--- config.mk ---
export PLATFORM = sky130hd
export DESIGN_NAME = instr_fetch
export DESIGN_NICKNAME = d
export VERILOG_FILES = /design/src/rtl/riscv_pkg.sv /design/src/rtl/fetch_fifo.sv /design/src/rtl/instr_fetch.sv
export SDC_FILE = /design/constraint.sdc
export NUM_CORES = 1
export LEC_CHECK = 0
export CORE_MARGIN = 3
export CORE_UTILIZATION = 49
export CTS_CLUSTER_SIZE = 24
export DETAILED_ROUTE_END_ITERATION = 12
export MAX_ROUTING_LAYER = met4
export PLACE_DENSITY = 0.87
export SLEW_MARGIN = 5
export SYNTH_ARGS = -nofsm -noshare
export SYNTH_HDL_FRONTEND = slang
export SYNTH_SLANG_ARGS = --single-unit
--- constraint.sdc ---
create_clock -name clk -period 5.9 [get_ports clk]
set_clock_uncertainty 0.2 [all_clocks]
set_input_delay 1.18 -clock clk [delete_from_list [all_inputs] [get_ports clk]]
set_output_delay 1.18 -clock clk [all_outputs]
set_load 0.005 [all_outputs]
--- src/rtl/riscv_pkg.sv ---
// Shared RISC-V front-end definitions: widths, the canonical NOP and the
// {pc, instr} record that travels from fetch to decode.
package riscv_pkg;

  localparam int          XLEN       = 32;
  localparam int          INSTR_W    = 32;
  localparam int          ILEN_BYTES = 4;
  localparam logic [31:0] NOP        = 32'h0000_0013;

  typedef struct packed {
    logic [XLEN-1:0]    pc;
    logic [INSTR_W-1:0] instr;
  } fetch_entry_t;

endpackage

--- src/rtl/fetch_fifo.sv ---
// Small synchronous FIFO of fetch entries; flush wins over push and pop.
module fetch_fifo
  import riscv_pkg::*;
#(
  parameter int DEPTH = 2
) (
  input  logic                   clk,
  input  logic                   rst,
  input  logic                   push,
  input  logic                   pop,
  input  logic                   flush,
  input  fetch_entry_t           wdata,
  output logic                   full,
  output logic                   empty,
  output logic [$clog2(DEPTH):0] count,
  output fetch_entry_t           head
);

  localparam int PW = $clog2(DEPTH);
  localparam int CW = PW + 1;

  fetch_entry_t  r_mem [DEPTH];
  logic [PW-1:0] r_wptr;
  logic [PW-1:0] r_rptr;
  logic [CW-1:0] r_count;

  logic w_do_push;
  logic w_do_pop;

  assign full  = (r_count == CW'(DEPTH));
  assign empty = (r_count == '0);
  assign count = r_count;
  assign head  = r_mem[r_rptr];

  assign w_do_pop  = pop && !empty;
  assign w_do_push = push && (!full || w_do_pop);

  // Pointers wrap naturally because DEPTH is a power of two.
  always_ff @(posedge clk or posedge rst) begin
    if (rst) begin
      r_wptr  <= '0;
      r_rptr  <= '0;
      r_count <= '0;
    end else if (flush) begin
      r_wptr  <= '0;
      r_rptr  <= '0;
      r_count <= '0;
    end else begin
      if (w_do_push) r_wptr <= r_wptr + PW'(1);
      if (w_do_pop)  r_rptr <= r_rptr + PW'(1);
      r_count <= r_count + CW'(w_do_push) - CW'(w_do_pop);
    end
  end

  always_ff @(posedge clk) begin
    if (w_do_push && !flush) r_mem[r_wptr] <= wdata;
  end

endmodule

--- src/rtl/instr_fetch.sv ---
// Fetch stage: owns the PC, reads imem combinationally, buffers {pc, instr}
// pairs for decode and handles redirects, backpressure and fetch faults.
module instr_fetch
  import riscv_pkg::*;
#(
  parameter logic [31:0] RESET_PC   = 32'h0000_0000,
  parameter int          IMEM_BYTES = 128,
  parameter int          FIFO_DEPTH = 2
) (
  input  logic        clk,
  input  logic        rst,
  output logic [31:0] iaddr,
  input  logic [31:0] idata,
  input  logic        redirect_valid,
  input  logic [31:0] redirect_pc,
  output logic        out_valid,
  input  logic        out_ready,
  output logic [31:0] out_pc,
  output logic [31:0] out_instr,
  output logic        fault_misalign,
  output logic        fault_range
);

  localparam logic [31:0] LAST_PC = 32'(IMEM_BYTES - ILEN_BYTES);
  localparam int          CW      = $clog2(FIFO_DEPTH) + 1;

  logic [31:0]   r_pc;
  logic          r_fault_misalign;
  logic          r_fault_range;

  logic          w_full;
  logic          w_empty;
  logic [CW-1:0] w_count;
  fetch_entry_t  w_head;
  fetch_entry_t  w_wdata;

  logic          w_pop;
  logic          w_push;
  logic          w_in_range;
  logic          w_fault_any;
  logic [31:0]   w_pc_next;
  logic          w_misalign_next;
  logic          w_range_next;

  assign iaddr          = r_pc;
  assign fault_misalign = r_fault_misalign;
  assign fault_range    = r_fault_range;

  assign w_in_range  = (r_pc <= LAST_PC);
  assign w_fault_any = r_fault_misalign || r_fault_range;
  assign w_pop       = out_valid && out_ready;
  assign w_push      = !redirect_valid && !w_fault_any && w_in_range && (!w_full || w_pop);
  assign w_wdata     = '{pc: r_pc, instr: idata};

  fetch_fifo #(
    .DEPTH (FIFO_DEPTH)
  ) u_fifo (
    .clk   (clk),
    .rst   (rst),
    .push  (w_push),
    .pop   (w_pop),
    .flush (redirect_valid),
    .wdata (w_wdata),
    .full  (w_full),
    .empty (w_empty),
    .count (w_count),
    .head  (w_head)
  );

  // Stale storage behind an empty FIFO is never exposed to decode.
  always_comb begin
    out_valid = (w_count != '0);
    out_pc    = w_empty ? '0 : w_head.pc;
    out_instr = w_empty ? '0 : w_head.instr;
  end

  always_comb begin
    w_pc_next       = r_pc;
    w_misalign_next = r_fault_misalign;
    w_range_next    = r_fault_range;
    if (redirect_valid) begin
      w_pc_next       = redirect_pc;
      w_misalign_next = (redirect_pc[1:0] != 2'b00);
      w_range_next    = 1'b0;
    end else begin
      if (w_push)      w_pc_next    = r_pc + 32'(ILEN_BYTES);
      if (!w_in_range) w_range_next = 1'b1;
    end
  end

  always_ff @(posedge clk or posedge rst) begin
    if (rst) begin
      r_pc             <= RESET_PC;
      r_fault_misalign <= 1'b0;
      r_fault_range    <= 1'b0;
    end else begin
      r_pc             <= w_pc_next;
      r_fault_misalign <= w_misalign_next;
      r_fault_range    <= w_range_next;
    end
  end

endmodule

* Yosys cells after proc, flatten, opt, wreduce, memory -nomap -nowiden *
Memory sizes are Yosys's and may differ from the RTL's.
Cells that the tools add are included.

word-level totals
  register bits = 38
  logic and storage cells = 48
  bits of input ports = 68
  output and inout bits = 99
  bits in writable memories = 128
  memories = 1

memories
  name          words  bits a word  rd ports  clocked after Yosys merged registers in  write ports  RTL line          source
  u_fifo.r_mem  2      64           1         0                                        1            fetch_fifo.sv:22  fetch_entry_t r_mem [DEPTH];

cells by class
  equal/unequal tests = 2
  $lt $le $gt $ge = 1
  muxes and demuxes = 13
  reductions and logical operators = 20
  add/subtract/negate cells = 5

operators by type and width
  operator                 count
  $mux W32                 4
  $add A32 B3 Y32 const B  1
  $le A32 B7 Y1 const B    1
  $reduce_bool A2 Y1       5
  $mux W1                  8
  $logic_and A1 B1 Y1      7
  $logic_not A1 Y1         4
  $logic_or A1 B1 Y1       3
  $add A1 B1 Y1 const B    2
  $add A2 B1 Y2            1
  $eq A2 B2 Y1 const B     1
  $logic_not A2 Y1         1
  $mux W2                  1
  $ne A2 B2 Y1 const B     1
  $sub A2 B1 Y2            1

* Depth between registers and ports, before layout *
Gate-level depths: netlist of run 1.

  depth after elaboration = 9
  mapped depth = 11
  depth with buffers taken out = 10

* Modules after synthesis *
A second synthesis of run 1 with hierarchy kept.

second synthesis, totals
  cell total of the unflattened synthesis = 414
  area, all modules = 6817.8 um2

modules (own cells, without submodules)
  module       cells each  seq. area each (um2)  area each (um2)  instances
  fetch_fifo   229         3943.8                4887.2           1
  instr_fetch  185         850.8                 1930.6           1

* Least setup slack after synthesis of run 1 *
No wires, ideal clock.

  path kind = input-to-reg
  start = in redirect_valid
  end = mem u_fifo.r_mem[0][0] in the netlist's numbering, enable pin
  arrival time = 4.586 ns
  path slack = 0.628 ns
  stages = 5
  buffers on the path = 2
  setup time = 0.486 ns
  path through = clkbuf_1 > nor2_1 > nand4_4 > buf_2 > nor2_1

on the way
  word-level cells in the longest chain between the ends = 8

ends and longest elaborated chain
  element                            RTL line                             source
  from (decl)                        instr_fetch.sv:14                    input logic redirect_valid,
  $logic_not A1 Y1 (*)               fetch_fifo.sv:56, instr_fetch.sv:52
  $logic_and A1 B1 Y1 (3 in series)  instr_fetch.sv:52                    assign w_push = !redirect_valid && !w_fault_any && w_in_range && (!w_full || w_pop);
  $logic_and A1 B1 Y1                fetch_fifo.sv:36                     assign w_do_push = push && (!full || w_do_pop);
  $logic_and A1 B1 Y1 (*)            fetch_fifo.sv:56                     if (w_do_push && !flush) r_mem[r_wptr] <= wdata;
  $mux W1 (*)                        fetch_fifo.sv:56
  $mux W1 (not written as such) (*)  fetch_fifo.sv:56
  to (decl)                          fetch_fifo.sv:22

Every way passes the cells marked *; elsewhere a longest branch is shown, timed or not.

* Worst setup path in the final report of run 1 *
  start = reg u_fifo.r_rptr
  end = out out_pc[19]

on the way
  word-level cells in the longest chain between the ends = 2

ends and longest elaborated chain
  element                 RTL line           source
  from (decl)             fetch_fifo.sv:24   logic [PW-1:0] r_rptr;
  from (signal assigned)  fetch_fifo.sv:50   if (w_do_pop) r_rptr <= r_rptr + PW'(1);
  $mem_v2 Z2 W64          --
  $mux W32                instr_fetch.sv:73  out_pc = w_empty ? '0 : w_head.pc;
  to (decl)               instr_fetch.sv:18  output logic [31:0] out_pc,

Every way passes these cells.

==> metrics.txt, run 1 <==
length of the first detailed-routing pass in iterations=5; Slew @ Worst Pin=1150 ps; Critical path buffers and inverters=1; Worst EP arrival=2590 ps; Syn. warnings=0; Net Sw Frac=22.7%; outcome=complete, no violations; Die W=121 um; peak supply drop=172 uV; pre-CTS setup slack=1650 ps; Avg WL per Cell=18.2 um; # setup viols final=0; Syn Std Cell Area=0.00645 mm2; clock sink total=166; Cells after DPL=725; Seq pwr share=46.5%; Yosys top cell area share=59.5%; number of vias per cell=5.18; Synth Register Bits=166; RSZ-0062 raised after global routing=false; clock network power share=37.9%; commonest non-fill, non-tap cell in the layout=clkdlybuf4s50_1; TritonCTS clock tree=done; total negative slack=0 ps; Cell Rows=41; GRT Total Usage=20.1%; post-route minimum period=3970 ps; DRT iter0 DRCs=202; Die Y-Extent=121 um; hold buffer count at cts=0; ant diodes=0; Unique masters post-synth=29; syn_area_per_cell=16.1 um2; Root Driver=clkbuf_16; critical path startpoint category=register; Final Cycle Share=67.3%; Worst Path Required=4520 ps; final worst slack=1930 ps; GR Overflow Total=0; pin count of the biggest net entering global routing=66; Max stage delay on crit path=1130 ps; Placement Cell Area=0.00831 mm2; final WL=13.8 mm; Pins Over Slew Limit=0; Resized Gates After CTS=0; ratio of cells with drive above 1 in the final layout=12.0%; slew margin rel.=23.5%; Fin. Hold Viols=0; maximum clock rate=0.252 GHz; Power Density=329 mW/mm2; Num CTS Buffers=17; # IOs=167; Vias=3,922; crit path cell chain=mux2i_1, nor2_1, clkdlybuf4s50_1; Gate power share=15.5%; die area=0.0146 mm2; Core Util, Final=69.8%; Longest Clk Path Bufs=2; CTS H-Tree Depth=4; setup bufs post-CTS=0; Yosys top cell by area=edfxtp_1; Starting Density=50.5%; Post-Syn Nets=473; IO Port Bufs=166; min-delay worst type=register to register; global-route wire length before repair=21.6 mm; Placer Congestion=0.779; Pleak=3.05 nW; Nets=643; CP delay by family, top=flip-flops; clk_lat worst skew=420 ps; Internal Power=2.27 mW; MaxCap Viol Count=0; Sw Pwr=0.668 mW; top cells by area, synth=edfxtp_1, dfrtp_1, mux2i_1; core area=0.0128 mm2; Worst-path clk slew=60 ps; antenna viol nets, final=0; final instance area=0.00891 mm2; hpwl dp=9.27 mm; vias in the first global route=4,078; CP max-delay cell=dfrtp_4; initial antenna violation count=0; Max FO, Critical Path=65; DRC errors left=0; Post-Synthesis Cells=402; Crit. End Element=output pin; non-filler cells, final=757; Crit Path Class=register to output pin; most frequent cells in the layout=clkdlybuf4s50_1, edfxtp_1, nor2_1, mux2i_1, dfrtp_1; Layout area overhead=38.1%; Seq/Total Area, Yosys=74.3%
==> sequential cells by signal (all words and copies together) (netlist names) <==
| signal | flops |
|---|---|
| fault_range | 1 |
| u_fifo.r_wptr | 1 |
| u_fifo.r_mem | 128 |
| u_fifo.count | 2 |
| u_fifo.r_rptr | 1 |
| fault_misalign | 1 |
| iaddr | 32 |
==> routing by layer <==
metal  wire length, um  vias to the layer above  GRT usage, %  part of all wire, %
met5                 0                        -             -                    0
met4               240                        0          6.80                  1.7
met3               837                       19          5.52                  6.1
met2              7210                      154          32.9                   52
met1              5460                     1930          24.4                   40
li1                  -                     1819             -                    -
==> worst reg2reg max path, delay by kind of cell (launching register included) <==
| kind | cells | cell delay [ps] |
|---|---|---|
| buf+inv | 1 | 570 |
| flops | 1 | 410 |
| simple gates | 5 | 1860 |
==> power by group through the flow <==
stage,clock (mW),combinational [mW],sequential (mW)
4_1_cts,1.14,0.464,1.37
6_report,1.11,0.456,1.37
3_5_place_dp,0,0.461,1.39
3_3_place_gp,0,0.452,1.39
5_1_grt,1.19,0.493,1.37
2_1_floorplan,0,0.209,1.34
==> through the flow <==
step           hold slack (ps)  total power, mW
3_5_place_dp               309             1.85
5_1_grt                    350             3.05
4_1_cts                    323             2.97
3_3_place_gp               301             1.84
6_report                   319             2.94
2_1_floorplan              298             1.55
==> cells in the mapped netlist <==
cell type / n
ha_1: 3
edfxtp_1: 128
and3_1: 1
nand2_1: 3
a21oi_1: 2
nor2_1: 76
nand4_4: 1
xor2_1: 1
nor3_1: 2
mux2_4: 1
nand4_1: 1
dfrtp_1: 38
buf_2: 6
o211ai_1: 1
inv_1: 7
nor4_1: 5
nor2_2: 1
nor3b_1: 2
mux2_2: 26
clkbuf_1: 9
buf_1: 5
o21ai_0: 2
nor2b_1: 1
xnor2_1: 3
nand3_1: 4
mux2i_1: 68
and2_1: 1
a221o_1: 3
o31ai_1: 1
==> kinds of logic (layout without fill, tap and decap cells) <==
logic type	after synthesis	count (layout)	synth area share [%]
AOI/OAI and AO/OA	9	9	1.01
DFF	166	166	74.3
xor gates and xnor gates	4	4	0.543
adders and majority gates	3	3	0.582
buffers and inverters	27	210	1.69
and+or+nand+nor	98	98	6.59
muxes	95	95	15.3
==> path summary, 6_finish.rpt <==
path                               start                  end  slack (ps)  cells after the start
setup / recovery           u_fifo.r_rptr           out_pc[19]        1930                      3
hold / removal                 iaddr[14]  u_fifo.r_mem[1][46]         320                      0
hold reg to reg                iaddr[14]  u_fifo.r_mem[1][46]         320                      0
min in group asynchronous            rst            iaddr[12]        1010                      3
setup reg to reg               iaddr[10]  u_fifo.r_mem[1][14]        2480                      6
max in group asynchronous            rst        u_fifo.r_rptr        4100                      3
==> layout make-up <==
type / count / area [um2]
Tap cell: 172 / 215
Sequential cell: 166 / 4800
Inverter: 7 / 26.3
Timing Repair Buffer: 171 / 1690
Clock buffer: 20 / 457
Multi-Input combinational cell: 209 / 1570
Fill cell: 822 / 3860
Clock inverter: 12 / 150
No activity file was read; power rests on OpenSTA's default activity.
==> inputs of run 2 (changes only) <==
Settings changed: CORE_UTILIZATION 49 to 44, PLACE_DENSITY 0.87 to 0.83.
Clock period 5.9 ns to 3.59 ns, I/O delays scaled along.
==> metrics.txt, run 2 (same netlist as run 1, synthesis figures left out) <==
outcome=complete, no violations (unchanged); antenna viol nets, final=0 (unchanged); Worst Path Required=2670 ps (was 4520 ps); slew margin rel.=52.3% (was 23.5%); maximum clock rate=0.312 GHz; clock sink total=166 (unchanged); Placer Congestion=0.780 (was 0.779); Worst EP arrival=2280 ps (was 2590 ps); IO Port Bufs=166 (unchanged); MaxCap Viol Count=0 (unchanged); core area=0.0141 mm2 (was 0.0128 mm2); Slew @ Worst Pin=712 ps (was 1150 ps); vias in the first global route=3,998 (was 4,078); Starting Density=45.8% (was 50.5%); setup bufs post-CTS=0 (unchanged); pre-CTS setup slack=742 ps (was 1650 ps); origin of the critical flop-to-flop path=iaddr[20] (was iaddr[10]); Register-to-Register Path Depth=6 (unchanged); RSZ-0062 raised after global routing=false (unchanged); Power Density=536 mW/mm2 (was 329 mW/mm2); DRT iter0 DRCs=258 (was 202); R2R setup slack=780 ps (was 2480 ps); Pleak=3.07 nW (was 3.05 nW); Nets=647 (was 643); Layout area overhead=39.0% (was 38.1%); Cell Rows=43 (was 41); Longest Clk Path Bufs=2 (unchanged); Fin. Hold Viols=0 (unchanged); commonest non-fill, non-tap cell in the layout=clkdlybuf4s50_1 (unchanged); Pins Over Slew Limit=0 (unchanged); die area=0.0162 mm2 (was 0.0146 mm2); peak supply drop=320 uV (was 172 uV); Cells after DPL=737 (was 725); Placement Cell Area=0.00837 mm2 (was 0.00831 mm2); global-route wire length before repair=21.4 mm (was 21.6 mm); post-route minimum period=3200 ps; Die W=127 um (was 121 um); Crit Path Class=register to output pin (unchanged); Root Driver=clkbuf_16 (unchanged); min-delay worst type=register to register (unchanged); max FFs per register=128 (unchanged); # setup viols final=0 (unchanged); CTS H-Tree Depth=4 (unchanged); length of the first detailed-routing pass in iterations=4 (was 5); Vias=3,882 (was 3,922); hpwl dp=9.17 mm (was 9.27 mm); Biggest register=u_fifo.r_mem (unchanged); ant diodes=0 (unchanged); Crit. End Element=output pin (unchanged); Hold Crit Depth=0 (unchanged); non-filler cells, final=769 (was 757); hold path start=iaddr[27] (was iaddr[14]); final worst slack=387 ps (was 1930 ps); # IOs=167 (unchanged); final instance area=0.00897 mm2 (was 0.00891 mm2); reg-to-reg endpoint=u_fifo.r_mem[1][55] (was u_fifo.r_mem[1][14]); Worst-path clk slew=60 ps (about the same); critical path startpoint category=register (unchanged); GR Overflow Total=0 (unchanged); clk_lat worst skew=410 ps (was 420 ps); Worst Hold End=u_fifo.r_mem[0][59] (was u_fifo.r_mem[1][46]); GRT Total Usage=17.7% (was 20.1%); Die Y-Extent=127 um (was 121 um); TritonCTS clock tree=done (unchanged); Num CTS Buffers=17 (unchanged); Avg WL per Cell=17.8 um (was 18.2 um); Final Cycle Share=89.2%; pin count of the biggest net entering global routing=66 (unchanged); hold buffer count at cts=0 (unchanged); most frequent cells in the layout=clkdlybuf4s50_1, edfxtp_1, nor2_1, mux2i_1, dfrtp_1 (unchanged); ratio of cells with drive above 1 in the final layout=12.1% (was 12.0%); DRC errors left=0 (unchanged); number of vias per cell=5.05 (was 5.18); final WL=13.7 mm (was 13.8 mm); initial antenna violation count=0 (unchanged); Resized Gates After CTS=0 (unchanged); Max FO, Critical Path=25 (was 65)
run 2: cell count changes in the layout (fill, tap and decap cells not counted):
| cell | previous run | this run |
|---|---|---|
| buf_4 | 5 | 7 |
| inv_6 | 2 | 0 |
| clkinv_4 | 0 | 1 |
| clkinv_2 | 4 | 3 |
| buf_12 | 0 | 2 |
| clkinvlp_4 | 3 | 2 |
| clkbuf_1 | 1 | 4 |
run 2: worst max-delay path by stage:
stage	start	end	slack, ps	cells past startpoint
5_1_grt	u_fifo.r_rptr	out_pc[19]	250	4
2_1_floorplan	redirect_valid	u_fifo.r_mem[0][0]	-150	5
3_5_place_dp	out_ready	u_fifo.r_mem[1][19]	740	6
6_report	u_fifo.r_rptr	out_pc[15]	390	4
4_1_cts	u_fifo.r_rptr	out_pc[19]	370	4
3_3_place_gp	out_ready	u_fifo.r_mem[1][31]	810	6
run 2: metrics by stage:
| stage | setup TNS (ps) | hold slack (ps) | total power [mW] | util [%] |
|---|---|---|---|---|
| floorplan | -18560 | 298 | 2.55 | - |
| global placement | 0 | 302 | 3.03 | 59.4 |
| detailed placement | 0 | 313 | 3.05 | 59.4 |
| CTS | 0 | 328 | 4.85 | 63.6 |
| global route | 0 | 351 | 5.00 | 63.6 |
| finish | 0 | 330 | 4.81 | 63.6 |
run 2: where the power goes:
part,switching (mW),total [mW],internal [mW],leakage (nW)
clock,0.675,1.80,1.13,0.287
combinational,0.317,0.794,0.478,1.18
sequential,0.0846,2.21,2.13,1.60
total,1.08,4.81,3.73,3.07
run 2: layer usage:
metal  track usage, %  share of wire [%]
met5                -                  0
met4             4.35               0.65
met3             4.72                5.7
met2             28.5                 50
met1             22.7                 43
run 2: final cells by class:
type / count / area, um2
well taps: 180 / 225
clock inverters: 9 / 129
clock buffers: 23 / 468
multi-input cells: 209 / 1570
flip-flops and latches: 166 / 4800
inverters: 7 / 26.3
repair buffers: 175 / 1750
fillers: 1019 / 5130
run 2: worst max-delay path, cell delays in order, from the launching register on:
cell and delay, ps:
dfrtp_4 710, buf_4 330, mux2i_1 260, nor2_1 90, clkdlybuf4s50_1 490
